### config.mk
export PLATFORM = sky130hd
export DESIGN_NAME = adder4_result_accum
export DESIGN_NICKNAME = d
export VERILOG_FILES = /design/src/rtl/adder4_result_accum.sv
export SDC_FILE = /design/constraint.sdc
export NUM_CORES = 1
export LEC_CHECK = 0
export BUFFER_PORTS_ARGS = -buffer_cell sky130_fd_sc_hd__buf_4
export CAP_MARGIN = 10
export CORE_ASPECT_RATIO = 1.2
export CORE_MARGIN = 8
export CORE_UTILIZATION = 47
export CTS_CLUSTER_DIAMETER = 80
export DETAILED_ROUTE_END_ITERATION = 8
export GPL_TIMING_DRIVEN = 0
export PLACE_DENSITY = 0.71
export SKIP_CTS_REPAIR_TIMING = 1
export SLEW_MARGIN = 20
export SYNTH_ARGS = -nofsm -noshare
export SYNTH_HDL_FRONTEND = slang
export SYNTH_SLANG_ARGS = --single-unit
### constraint.sdc
create_clock -name clk1 -period 2 [get_ports clk1]
set_input_delay 0.2 -clock clk1 [delete_from_list [all_inputs] [get_ports clk1]]
set_output_delay 0.2 -clock clk1 [all_outputs]
set_load 0.02 [all_outputs]
### src/rtl/adder4_result_accum.sv
// rtl/adder4_result_accum.sv - accumulates N adder results per frame and hands off the frame total
module adder4_result_accum #(
    parameter int ACC_W = 12,
    parameter int N     = 8
) (
    input  logic             clk1,
    input  logic             rst1,
    input  logic [3:0]       Sum,
    input  logic             C,
    input  logic             in_valid,
    output logic             in_ready,
    input  logic             clear,
    output logic [ACC_W-1:0] acc_out,
    output logic             ovf,
    output logic [7:0]       cnt,
    output logic             out_valid,
    input  logic             out_ready
);

    typedef enum logic {
        ACCUM = 1'b0,
        DONE  = 1'b1
    } state_t;

    localparam logic [7:0] CNT_LAST = 8'(N - 1);
    localparam logic [7:0] CNT_FULL = 8'(N);

    state_t           state;
    logic [ACC_W:0]   sum_ext;

    // One extra bit catches the carry out of the accumulator for the sticky flag.
    assign sum_ext  = {1'b0, acc_out} + (ACC_W + 1)'({C, Sum});
    assign in_ready = (state == ACCUM) && !rst1;

    always_ff @(posedge clk1) begin
        if (rst1 || clear) begin
            state     <= ACCUM;
            acc_out   <= '0;
            ovf       <= 1'b0;
            cnt       <= '0;
            out_valid <= 1'b0;
        end else begin
            case (state)
                ACCUM: begin
                    if (in_valid) begin
                        acc_out <= sum_ext[ACC_W-1:0];
                        if (sum_ext[ACC_W])
                            ovf <= 1'b1;
                        if (cnt == CNT_LAST) begin
                            cnt       <= CNT_FULL;
                            state     <= DONE;
                            out_valid <= 1'b1;
                        end else begin
                            cnt <= cnt + 8'd1;
                        end
                    end
                end
                DONE: begin
                    // No bypass: the next frame starts accepting one cycle after handoff.
                    if (out_ready) begin
                        state     <= ACCUM;
                        acc_out   <= '0;
                        ovf       <= 1'b0;
                        cnt       <= '0;
                        out_valid <= 1'b0;
                    end
                end
                default: state <= ACCUM;
            endcase
        end
    end

endmodule

==> impl_metrics.toml <==
[timing]
finalSetupViolCount = 0
fmax_mhz = 527
rsz0062_at_grt = "no"
whs_ns = 0.184
fin_skew_ns = 0.00158
slew_viol_final = 0
setup_ws_ns = 0.101
tightest_slew_ns = 0.469
min_period_over_period_pct = 95.0
fin_tns_setup_ns = 0
fin_crit_ns = 1.90
max-slew-margin-rel_pct = 68.7
finalHoldViolations = 0

[detailed_routing]
drt_iter0_drc = 39
first_pass_iters = 4
wirelength_um = 2840
via_per_inst = 5.57
wl_per_cell_um = 13.8
drc = 0
ant_nets = 0
vias = 1147

[setup_path]
cp_max_fo = 3
worstPathArrival_ns = 2.15
r2r_setup_slack_ns = 0.10
startpoint_type = "register"
crit-reg2reg-launch = "acc_out[0]"
worstRegToRegCells = 6
reg2reg_to = "acc_out[10]"
cp-end-kind = "register"
critical_path_class = "register to register"
required_ns = 2.25

[logic_synthesis]
syn-cell-area_um2 = 1210
synth_area_leader_cell = "dfxtp_1"
yosysUniqueCellTypes = 33
synth_seq_area_share_pct = 37.9
synth_top_area_share_pct = 37.9
synth_cells = 137
synth.top_cells.by_area = "dfxtp_1 38%, ha_1 6.2%, a21oi_1 5.8%"
ys_top_cells_by_count = "23 x dfxtp_1, 14 x a21oi_1, 14 x nand2_1, 14 x nor2_1, 6 x ha_1"
yosysMostFrequentCell = "dfxtp_1"
yosys_warnings = 0
avgSynthCellArea_um2 = 8.86
synth_edf_count = 0
synthFlopType = "dfxtp_1"
synthArstFlopShare_pct = 0
ys_ff_latch = 23
syn-num-nets = 154

[grt]
antenna_found_initial = 0
grt_pass1_wl_um = 4830
track_usage_pct = 12.9
grt_pass1_vias = 1081
overflow = 0
grt_max_degree = 14

[pwr]
clkPwrFrac_pct = 27.0
p_int_mw = 0.593
p_sw_mw = 0.210
p_comb_share_pct = 14.7
seqPwrFrac_pct = 58.4
worst_ir_drop_vdd_mv = 0.452
p_per_area_nw_per_um2 = 528
power.leakage_nw = 0.688
swShare_pct = 26.2

[floorplan]
initial_core_util_pct = 48.5
row_count = 20
io_pins = 33
dieArea_um2 = 4470
die_height_um = 71.7
core-area_um2 = 2500
die_x_um = 62.4

[clock_network]
clk_pin_slew_ns = 0.13
clk_path_buf_depth = 2
h-tree-depth = 1
cts_sinks = 23
cts_buffers = 3
clk_latency_ns = 0.31
cts_tree = "yes"
ctsRootBufferMaster = "clkbuf_4"

[cells_and_area]
multi_input_area_um2 = 731
drive_above_1_share_pct = 26.0
stdcell_count = 206
regArea_um2 = 460
n_antenna_cell = 0
syn2layout_area_growth_pct = 25.5
fill_cells = 237
final_net_count = 191
design_area_um2 = 1520

[hold_path]
holdPathEnd = "state"
min-delay-start = "out_ready"
hp-class = "primary input to register"
hold_depth = 3

[status]
run_status = "completed"

[place]
placed_area_um2 = 1500
numPortBuffers = 32
place_hpwl_um = 2240
dpl.cell_count = 202
preCtsSetupSlack_ns = 0.127
gp_congestion = 0.789

[run]
maxCapViolCount = 0
-- cells by family after synthesis --
family / synth area share, %
mux: 2.89
flops: 37.9
compound gates: 21.4
fa+ha+maj: 7.83
simple gates: 25.2
buf+inv: 1.86
xor+xnor: 2.89
-- worst max path at each step --
stage          cells after the start           to  startpoint
2_1_floorplan                      6  acc_out[10]  acc_out[0]
3_3_place_gp                       7          ovf      Sum[0]
3_5_place_dp                       7   acc_out[8]      Sum[0]
4_1_cts                            6   acc_out[8]  acc_out[0]
5_1_grt                            6   acc_out[8]  acc_out[0]
6_report                           6  acc_out[10]  acc_out[0]
-- metrics by stage --
step / power (mW) / util [%]
after floorplan: 0.555 / -
after global placement: 0.595 / 59.8
after detailed placement: 0.597 / 59.8
after CTS: 0.813 / 60.9
after global routing: 0.839 / 60.9
final: 0.803 / 60.9
-- per-layer routing --
layer / GRT usage, % / share of wire [%] / vias up / routed length [um]
met5: 0 / 0 / - / 0
met4: 6.35 / 1.2 / 0 / 33
met3: 3.28 / 4.9 / 4 / 139
met2: 22.6 / 51 / 24 / 1450
met1: 14.1 / 43 / 541 / 1220
li1: - / - / 578 / -
-- sequential cells by signal (all words and copies together), names as in the netlist --
| register | count |
|---|---|
| out_valid | 1 |
| acc_out | 12 |
| cnt | 8 |
| state | 1 |
| ovf | 1 |
-- layout make-up --
type | instances | area share (%)
plain buffers | 4 | 1.48
clock buffers | 3 | 1.48
clock inverters | 1 | 0.329
multi-input cells | 110 | 48.0
flip-flops and latches | 23 | 30.2
well taps | 33 | 2.71
repair buffers | 32 | 15.8
-- worst max-delay path, cell delays in order, from the launching register on --
cell     delay [ns]
dfxtp_1        0.35
ha_1           0.23
fa_1           0.43
a211o_1        0.32
a21o_1         0.21
nand3_1        0.12
mux2i_1        0.18
-- power by group through the flow --
stage	clock network [mW]	registers [mW]	logic [mW]
3_3_place_gp	0	0.479	0.116
6_report	0.217	0.469	0.118
5_1_grt	0.239	0.470	0.130
4_1_cts	0.226	0.469	0.118
2_1_floorplan	0	0.485	0.0698
3_5_place_dp	0	0.479	0.118
-- cell usage in the layout (no fill, tap or decap), types with 4 or more instances in the layout --
master / instances
buf_4: 34
dfxtp_1: 23
nor2_1: 14
nand2_1: 14
a21oi_1: 14
ha_1: 6
or3_1: 5
a211o_1: 4
xor2_1: 4
a22oi_1: 4
and3_1: 4
nand3_1: 4
o21ai_0: 4
Note: power is estimated with default switching activity, not from simulation.
